`src/rtl/controller.sv`:
```
// controller: multicycle RV32I-subset control unit.
// Moore FSM sequencing the shared datapath (lw, sw, R-type, I-type ALU, beq,
// jal), plus combinational immediate-format and ALU decoders.
module controller (
   input  logic        clk,
   input  logic        reset,
   input  logic [31:0] Instr,
   input  logic        zero,
   output logic        PCWrite,
   output logic        AdrSrc,
   output logic        MemWrite,
   output logic        IRWrite,
   output logic        RegWrite,
   output logic [1:0]  ResultSrc,
   output logic [1:0]  ALUSrcA,
   output logic [1:0]  ALUSrcB,
   output logic [1:0]  ImmSrc,
   output logic [2:0]  ALUControl
);

   typedef enum logic [3:0] {
      FETCH,
      DECODE,
      MEMADR,
      MEMREAD,
      MEMWB,
      MEMWRITE,
      EXECUTER,
      EXECUTEI,
      ALUWB,
      BEQ,
      JAL
   } state_t;

   typedef struct packed {
      logic       adrsrc;
      logic       memwrite;
      logic       irwrite;
      logic       regwrite;
      logic [1:0] resultsrc;
      logic [1:0] alusrca;
      logic [1:0] alusrcb;
      logic [1:0] aluop;
      logic       pcupdate;
      logic       branch;
   } ctrl_t;

   localparam logic [6:0] OP_LW   = 7'b0000011;
   localparam logic [6:0] OP_SW   = 7'b0100011;
   localparam logic [6:0] OP_R    = 7'b0110011;
   localparam logic [6:0] OP_I    = 7'b0010011;
   localparam logic [6:0] OP_BEQ  = 7'b1100011;
   localparam logic [6:0] OP_JAL  = 7'b1101111;

   // State-driven control word; fields not listed for a state stay 0.
   function automatic ctrl_t ctrl_of(input state_t s);
      ctrl_t c;
      c = '0;
      case (s)
         FETCH: begin
            c.irwrite   = 1'b1;
            c.alusrcb   = 2'b10;
            c.resultsrc = 2'b10;
            c.pcupdate  = 1'b1;
         end
         DECODE: begin
            c.alusrca = 2'b01;
            c.alusrcb = 2'b01;
         end
         MEMADR: begin
            c.alusrca = 2'b10;
            c.alusrcb = 2'b01;
         end
         MEMREAD: begin
            c.adrsrc = 1'b1;
         end
         MEMWB: begin
            c.resultsrc = 2'b01;
            c.regwrite  = 1'b1;
         end
         MEMWRITE: begin
            c.adrsrc   = 1'b1;
            c.memwrite = 1'b1;
         end
         EXECUTER: begin
            c.alusrca = 2'b10;
            c.aluop   = 2'b10;
         end
         EXECUTEI: begin
            c.alusrca = 2'b10;
            c.alusrcb = 2'b01;
            c.aluop   = 2'b10;
         end
         ALUWB: begin
            c.regwrite = 1'b1;
         end
         JAL: begin
            c.alusrca  = 2'b01;
            c.alusrcb  = 2'b10;
            c.pcupdate = 1'b1;
         end
         BEQ: begin
            c.alusrca = 2'b10;
            c.aluop   = 2'b01;
            c.branch  = 1'b1;
         end
         default: c = '0;
      endcase
      return c;
   endfunction

   state_t      state;
   state_t      state_n;
   ctrl_t       ctrl;
   logic [6:0]  op;
   logic [2:0]  funct3;
   logic        funct7b5;
   logic        unused_instr;

   assign op           = Instr[6:0];
   assign funct3       = Instr[14:12];
   assign funct7b5     = Instr[30];
   assign unused_instr = ^{Instr[31], Instr[29:15], Instr[11:7]};

   // Next-state sequencing; unknown opcodes and unreachable encodings go to FETCH.
   always_comb begin
      state_n = FETCH;
      case (state)
         FETCH:    state_n = DECODE;
         DECODE: begin
            case (op)
               OP_LW, OP_SW: state_n = MEMADR;
               OP_R:         state_n = EXECUTER;
               OP_I:         state_n = EXECUTEI;
               OP_BEQ:       state_n = BEQ;
               OP_JAL:       state_n = JAL;
               default:      state_n = FETCH;
            endcase
         end
         MEMADR:   state_n = (op == OP_LW) ? MEMREAD : MEMWRITE;
         MEMREAD:  state_n = MEMWB;
         MEMWB:    state_n = FETCH;
         MEMWRITE: state_n = FETCH;
         EXECUTER: state_n = ALUWB;
         EXECUTEI: state_n = ALUWB;
         ALUWB:    state_n = FETCH;
         JAL:      state_n = ALUWB;
         BEQ:      state_n = FETCH;
         default:  state_n = FETCH;
      endcase
   end

   // State register with the control word registered alongside it; the word is
   // computed from the next state so it always matches the current state.
   always_ff @(posedge clk or posedge reset) begin
      if (reset) begin
         state <= FETCH;
         ctrl  <= ctrl_of(FETCH);
      end else begin
         state <= state_n;
         ctrl  <= ctrl_of(state_n);
      end
   end

   // Drive datapath controls from the registered word; PCWrite sees zero live.
   always_comb begin
      AdrSrc    = ctrl.adrsrc;
      MemWrite  = ctrl.memwrite;
      IRWrite   = ctrl.irwrite;
      RegWrite  = ctrl.regwrite;
      ResultSrc = ctrl.resultsrc;
      ALUSrcA   = ctrl.alusrca;
      ALUSrcB   = ctrl.alusrcb;
      PCWrite   = ctrl.pcupdate | (ctrl.branch & zero);
   end

   // Immediate format decoder.
   always_comb begin
      ImmSrc = 2'b00;
      case (op)
         OP_LW, OP_I: ImmSrc = 2'b00;
         OP_SW:       ImmSrc = 2'b01;
         OP_BEQ:      ImmSrc = 2'b10;
         OP_JAL:      ImmSrc = 2'b11;
         default:     ImmSrc = 2'b00;
      endcase
   end

   // ALU decoder; subtract on funct3=000 only for R-type so addi always adds.
   always_comb begin
      ALUControl = 3'b000;
      case (ctrl.aluop)
         2'b00: ALUControl = 3'b000;
         2'b01: ALUControl = 3'b001;
         2'b10: begin
            case (funct3)
               3'b000:  ALUControl = (funct7b5 & op[5]) ? 3'b001 : 3'b000;
               3'b010:  ALUControl = 3'b101;
               3'b110:  ALUControl = 3'b011;
               3'b111:  ALUControl = 3'b010;
               default: ALUControl = 3'b000;
            endcase
         end
         default: ALUControl = 3'b000;
      endcase
   end

endmodule

```
`config.mk`:
```
export PLATFORM = sky130hd
export DESIGN_NAME = controller
export DESIGN_NICKNAME = d
export VERILOG_FILES = /design/src/rtl/controller.sv
export SDC_FILE = /design/constraint.sdc
export NUM_CORES = 1
export LEC_CHECK = 0
export CAP_MARGIN = 5
export CORE_MARGIN = 5
export CORE_UTILIZATION = 37
export DETAILED_ROUTE_END_ITERATION = 8
export PLACE_DENSITY = 0.82
export SLEW_MARGIN = 0
export SYNTH_ARGS = -nofsm -noshare
export SYNTH_HDL_FRONTEND = slang
export SYNTH_SLANG_ARGS = --single-unit
```
`constraint.sdc`:
```
create_clock -name clk -period 2.09 [get_ports clk]
set_input_delay 0.3135 -clock clk [delete_from_list [all_inputs] [get_ports clk]]
set_output_delay 0.3135 -clock clk [all_outputs]
set_load 0.03 [all_outputs]
```
### Yosys cells after proc, flatten, opt, wreduce, memory -nomap -nowiden

Index checks and enable logic that the tools add are counted.

* register bits after elaboration: 18

* equality and inequality tests: 27
* mux-type cells: 17
* bitwise operators: 3
* reductions and logical operators: 12

Operators with widths (number)
* $pmux W4 S5: 2
* $eq A4 B3 Y1 const B: 6
* $eq A4 B2 Y1 const B: 4
* $eq A4 B4 Y1 const B: 4
* $pmux W2 S2: 4
* $eq A7 B6 Y1 const B: 2
* $eq A7 B7 Y1 const B: 2
* $pmux W3 S4: 1
* $reduce_or A2 Y1: 6
* $eq A4 B1 Y1 const B: 2
* $logic_not A4 Y1: 2
* $eq A7 B2 Y1 const B: 1
* $eq A7 B5 Y1 const B: 1
* $mux W1: 7
* $eq A3 B3 Y1 const B: 2
* $pmux W2 S3: 1
* $pmux W3 S2: 1
* $reduce_or A3 Y1: 2
* $reduce_or A4 Y1: 1
* $eq A3 B2 Y1 const B: 1
* $logic_not A3 Y1: 1
* $mux W3: 1
* $and A1 B1 Y1: 2
* $eq A2 B1 Y1 const B: 1
* other kinds (2): 2

### Depth between registers and ports, before layout

Gate-level depths: netlist of the first run.

* word-level depth: 7
* mapped depth: 6

### Worst setup path before layout of the first run

Ideal clock, no wire load.

* kind: register to output
* start point: register ctrl[2] in the netlist's numbering
* end point: output ALUControl[2]
* data arrival time: 1.619 ns
* required time: 1.776 ns
* path slack: 0.157 ns
* stages on the path, launching flop included: 4
* path buffers: 0
* cell sequence: dfrtp_1 -> inv_1 -> ha_1 -> nor4_1

* cells in the longest elaborated chain, start to end: 2
* elaborated cells on any way between the ends: 3
* those cells by class: eq/ne (2); mux (1)

RTL lines
* start, declared: line 114 `ctrl_t ctrl;`
* start signal, assigned: line 158 `ctrl <= ctrl_of(FETCH);`
* start signal, assigned: line 161 `ctrl <= ctrl_of(state_n);`
* $eq A2 B2 Y1 / $eq A2 B1 Y1 (equally long branches): line 192 `case (ctrl.aluop)`
* $pmux W3 S2 *: line 192
* end, declared: line 18 `output logic [2:0] ALUControl`

Mark *: on every way between the ends. The rest lies on a longest branch, timed or not.

### Worst setup path in the final report of the first run

Same ends and word-level chain as after synthesis.

==> results of run 1 <==
worst max-delay path, cell delays in order, from the launching register on:
cell           delay (ns)
dfrtp_1              0.36
inv_1                0.05
ha_1                 0.30
nor4_1               0.21
dlygate4sd2_1        0.43
kinds of logic after synthesis:
group,share of synthesized area [%]
compound gates,13.3
xor+xnor,0.971
fa+ha+maj,2.77
buf+inv,11.0
flops,44.7
mux,2.36
simple gates,25.0
cells in the mapped netlist (all sizes together) (2+ instances only):
cell type	count	area share, %
inv	7	2.9
o21ai	5	3.6
nor4	2	1.4
dfrtp	14	39
ha	2	2.8
buf	9	7.6
nor2	8	3.3
and3	3	2.1
nand2	7	2.9
nand4	2	2.1
nor3	5	3.3
dfstp	2	5.8
final cells by class:
type                       count  share of cell area, %
inverter                       8                   2.45
clock buffer                   4                   2.96
tap                           28                   2.86
sequential                    16                   32.9
timing repair buffer          34                   26.2
multi-input combinational     58                   32.7
layer usage:
metal | track usage, % | vias up | wire (um)
met5 | 0 | - | 0
met4 | 4.85 | 0 | 33
met3 | 3.92 | 5 | 170
met2 | 20.9 | 25 | 947
met1 | 11.4 | 360 | 700
li1 | - | 375 | -
power groups by stage:
stage	registers, W	clock network, W	logic, W
5_1_grt	0.000434	0.000218	0.000484
3_3_place_gp	0.000426	0	0.000447
2_1_floorplan	0.000430	0	0.000345
4_1_cts	0.000426	0.000205	0.000455
3_5_place_dp	0.000431	0	0.000455
6_report	0.000425	0.000198	0.000451
final timing paths:
| path | cells past startpoint | end |
|---|---|---|
| max | 4 | ALUControl[2] |
| max in group asynchronous | 2 | IRWrite |
| max reg2reg | 5 | ALUSrcB[0] |
| min reg2reg | 1 | AdrSrc |
| min in group clk | 1 | AdrSrc |
| min | 2 | ctrl[2] |
what timing repair did:
action                     4_1_cts  5_1_grt
pin swaps                        0        0
setup endpoints to repair        1        1
resized for setup                1        1
state kept, by name (all words and copies together) (netlist names):
name / count
ALUSrcB: 2
ALUSrcA: 2
RegWrite: 1
IRWrite: 1
state: 4
AdrSrc: 1
ctrl: 3
MemWrite: 1
ResultSrc: 1
metrics by stage:
step | area (um^2) | total power [W] | utilization [%] | worst slack (ns) | hold slack, ns
after global placement | 1190 | 0.000873 | 52.2 | 0.0600 | 0.548
after CTS | 1220 | 0.00109 | 53.8 | 0.0255 | 0.392
after global routing | 1230 | 0.00114 | 53.9 | 0.00119 | 0.451
final | 1230 | 0.00107 | 53.9 | 0.135 | 0.376
after detailed placement | 1190 | 0.000886 | 52.2 | -0.00781 | 0.563
after floorplan | 902 | 0.000775 | - | 0.157 | 0.226
==> summary.txt, run 1 <==
STA
  • Final Cycle Share: roughly 94%
  • Layout Skew: roughly 0.0012 ns
  • RSZ-0062 raised after global routing: false
  • Relative slew slack: 61.5%
  • Worst slew pin tran: 0.576 ns
  • Final hold violation count: 0
  • Slew Viols, Final: 0
  • Final setup vio count: 0
  • Setup TNS: 0 ns
  • Fin crit period: between 1.5 and 2 ns
  • Achievable clock frequency: ~500 MHz

CTS
  • Clk_lat worst skew: 0.29 ns
  • Clk root buf: clkbuf_4
  • Clk pin slew, worst setup/hold paths: ~0.080 ns
  • Clk buf depth: 2
  • CTS buffer count: 3
  • Clock sink count: 16
  • CTS tree: done
  • Setup bufs post-CTS: 0
  • CTS HTree Levels: 1
  • Hold buffers post-CTS: 0

Placement
  • Placed insts: 144
  • Placer Congestion: between 0.8 and 0.9
  • Port bufs: 29
  • Dpl hpwl: about 1500 um

Cells and area
  • Nets: ~160
  • Multi-input gate area: 400 um^2
  • Layout cells sized above 1: 18.3%
  • Fillcell total: 197
  • Final Non-Filler Cells: about 150
  • Area delta synth->final: 35.9%
  • Most common cell after layout, fill and taps aside: clkdlybuf4s50_1
  • Flip-flop and latch area: roughly 400 um^2
  • Commonest non-fill, non-tap cells in the layout: clkdlybuf4s50_1 (24), dfrtp_1 (14), nor2_1 (8), buf_4 (8)
  • Diode count: 0

Synthesis
  • Syn avg cell area: roughly 9.9 um^2
  • Flops & latches, synth: 16
  • Sequential share of the synthesized area: about 45%
  • Synth warnings: 0
  • Synthesized net count: between 100 and 150
  • Synth Cell Area: approximately 900 um^2
  • Unique masters post-synth: 43
  • Async SR Flop Fraction: 100%
  • Synth Flop Type: dfrtp_1
  • Syn Inst Count: a little over 90
  • Post-synth EDFFs: 0

Routing
  • DR pass1 iterations: 4
  • Starting DRT DRC Count: 20
  • Routed WL: 1850 um
  • Via count: about 770
  • Routed Antenna Nets: 0
  • Drt drc: 0
  • Post-DR wirelength/cell: between 10 and 15 um
  • Vias per cell: between 5 and 6

Job
  • Max Cap Viol: 0

Worst setup path
  • CP startpoint kind: register
  • Crit Path Class: reg2out
  • Critical Path Start: ctrl[2]
  • Worst r2r src: state[0]
  • CP arrival: around 1.6 ns
  • Critical Path Fanout Max: 2
  • CP Capture Type: primary output
  • R2r setup slk: 0.36 ns
  • CP required: 1.78 ns

Power and ir drop
  • Pleak: 0.574 nW
  • Internal power: 0.000677 W
  • Seq pwr share: about two fifths
  • IR drop worst, VDD: about 570 uV
  • Power Dens Cells: 876 nW/um^2
  • Clock share of power: 18.5%
  • P_sw: ~0.0004 W
  • Combinational power share: about two fifths
  • Switching part of the total: ~37%

Global routing
  • GRT Util Overall: a little under an eighth
  • Grt total ovfl: 0
  • Initial antenna violation count: 0
  • Pin count of the biggest net entering global routing: 17
  • First-pass GRT wire length: 3020 um
  • Number of global-route vias before repair: ~730

Worst hold path
  • Worst hold path class: in2async

Floorplanning
  • Die Width: around 60 um
  • Starting Density: 39.6%
  • Full die area: between 3000 and 4000 um^2
  • Core area: 2280 um^2
  • Row count: 17
  • Io pins: 51
  • Die Ht: between 50 and 60 um

Status
  • Outcome: finished, final reports clean
Note: power is estimated with default switching activity, not from simulation.
==> inputs of run 2 (changes only) <==
--- a/config.mk
+++ b/config.mk
@@ -6,6 +6,7 @@
 export NUM_CORES = 1
 export LEC_CHECK = 0
 export CAP_MARGIN = 5
+export CORE_ASPECT_RATIO = 1.1
 export CORE_MARGIN = 5
 export CORE_UTILIZATION = 37
 export DETAILED_ROUTE_END_ITERATION = 8
==> run 2 against run 1 <==
Sequential cell count unchanged. Power up 0.35%. Worst hold slack better by 0.0034 ns. Clock skew up 0.0016 ns. Largest cell class unchanged.
==> summary.txt, run 2 (synthesized netlist as in run 1, its figures left out) <==
Power and ir drop
  • Power Dens Cells: approximately 880 nW/um^2
  • Switching part of the total: a little under two fifths
  • P_sw: ~0.0004 W
  • Seq pwr share: around two fifths
  • IR drop worst, VDD: ~670 uV
  • Combinational power share: between 40 and 50%
  • Internal power: about 0.00068 W
  • Total chip power: 0.00108 W
  • Clock share of power: 18.2%
  • Pleak: roughly 0.57 nW

STA
  • Fin Hold WS: 0.380 ns
  • RSZ-0062 raised after global routing: false
  • Worst slew pin tran: ~0.57 ns
  • Setup TNS: 0 ns
  • Relative slew slack: 62.0%
  • Layout Skew: around 0.0028 ns
  • Fin crit period: a little under 2 ns
  • Final hold violation count: 0
  • Final setup vio count: 0
  • Final Cycle Share: approximately 95%
  • Slew Viols, Final: 0
  • Achievable clock frequency: 505 MHz

Floorplanning
  • Core area: 2300 um^2
  • Die Ht: 61.8 um
  • Starting Density: ~39%
  • Full die area: about 3500 um^2
  • Io pins: 51
  • Row count: 18
  • Die Width: around 57 um

Worst hold path
  • Worst hold path class: in2async

Routing
  • Met3 WL: 129 um
  • Via count: 778
  • Routed WL: roughly 2000 um
  • DR pass1 iterations: 4
  • Starting DRT DRC Count: 18
  • Vias per cell: 5.22
  • Wire length on met1: 736 um
  • Routed Antenna Nets: 0
  • Drt drc: 0
  • Post-DR wirelength/cell: 13.8 um
  • DR top layer: met4
  • WL met2: between 1000 and 1500 um

Cells and area
  • Top reg by flops: state
  • Nets: approximately 160
  • Max reg flops: 4
  • Most common cell after layout, fill and taps aside: clkdlybuf4s50_1
  • Area delta synth->final: 35.4%
  • Multi-input gate area: ~400 um^2
  • Commonest non-fill, non-tap cells in the layout: clkdlybuf4s50_1 (24), dfrtp_1 (14), nor2_1 (8)
  • Layout cells sized above 1: between 15 and 20%
  • Final Non-Filler Cells: around 150
  • Diode count: 0
  • Final core area utilization: 53.2%
  • Flip-flop and latch area: around 400 um^2
  • Regs by FF count: state x4, ctrl x3
  • Fillcell total: ~210

Worst setup path
  • Critical Path Start: ctrl[2]
  • Critical-path top delay cell: dlygate4sd2_1
  • CP required: approximately 1.8 ns
  • CP startpoint kind: register
  • RR Endpoint: ALUSrcB[1]
  • CP max stage delay: about 0.43 ns
  • R2R depth: 5
  • CP Cell Sequence: inv_1, ha_1, nor4_1, dlygate4sd2_1
  • R2r setup slk: 0.36 ns
  • Worst r2r src: state[0]
  • CP arrival: 1.67 ns
  • CP Capture Type: primary output
  • Critical Path Fanout Max: 2
  • Crit Path Class: reg2out

Global routing
  • First-pass GRT wire length: approximately 3400 um
  • Grt total ovfl: 0
  • Initial antenna violation count: 0
  • Pin count of the biggest net entering global routing: 17
  • Number of global-route vias before repair: ~800
  • GRT Util Overall: about an eighth

Placement
  • Port bufs: 29
  • Placer Congestion: around 0.9
  • Placed insts: between 100 and 150
  • Dpl hpwl: between 1500 and 2000 um

Status
  • Outcome: finished, final reports clean

CTS
  • Setup bufs post-CTS: 0
  • Clk pin slew, worst setup/hold paths: 0.09 ns
  • CTS buffer count: 3
  • CTS tree: done
  • Clock sink count: 16
  • CTS HTree Levels: 1
  • Clk buf depth: 2
  • Clk_lat worst skew: roughly 0.28 ns
  • Clk root buf: clkbuf_4

Job
  • Max Cap Viol: 0
[run 2: worst max-delay path by stage]
stage | endpoint | slack (ns) | cells after the start
final | ALUControl[2] | 0.11 | 4
after global routing | ALUControl[2] | 0.04 | 4
after CTS | ALUControl[1] | 0.02 | 5
after detailed placement | ALUControl[2] | 0.02 | 4
after global placement | ALUControl[2] | 0.06 | 4
after floorplan | ALUControl[2] | 0.16 | 3
[run 2: layout make-up]
type                            instances  share of cell area (%)
Tap cell                               30                    3.07
Multi-Input combinational cell         58                    32.8
Sequential cell                        16                    33.0
Inverter                                8                    2.46
Timing Repair Buffer                   33                    25.7
Clock buffer                            4                    2.97
[run 2: power by group through the flow]
stage | clock network, W | logic [W] | registers, W
3_3_place_gp | 0 | 0.000448 | 0.000426
4_1_cts | 0.000205 | 0.000462 | 0.000424
5_1_grt | 0.000218 | 0.000488 | 0.000434
2_1_floorplan | 0 | 0.000345 | 0.000430
6_report | 0.000196 | 0.000457 | 0.000424
3_5_place_dp | 0 | 0.000462 | 0.000429
[run 2: stage by stage]
step / worst slack (ns) / instance area, um^2
4_1_cts: 0.0187 / 1220
5_1_grt: 0.0396 / 1220
3_5_place_dp: 0.0197 / 1180
3_3_place_gp: 0.0584 / 1180
2_1_floorplan: 0.157 / 902
6_report: 0.110 / 1220
[run 2: repair_timing]
action | CTS | global route
endpoints found under the setup margin | 1 | 1
gates resized for setup | 1 | 1
hold endpoints to repair | 0 | 0
hold buffers | 0 | 0
[run 2: critical path: cells and delay by family (launching register included)]
family	cells	cell delay (ns)
fa+ha+maj	1	0.32
buf+inv	2	0.48
flops	1	0.36
simple gates	1	0.22
[run 2: metal layers]
| layer | global-route usage [%] | vias to the layer above |
|---|---|---|
| li1 | - | 374 |
| met1 | 11.6 | 371 |
| met2 | 26.6 | 29 |
| met3 | 3.72 | 4 |
| met4 | 4.97 | 0 |
| met5 | 0 | - |
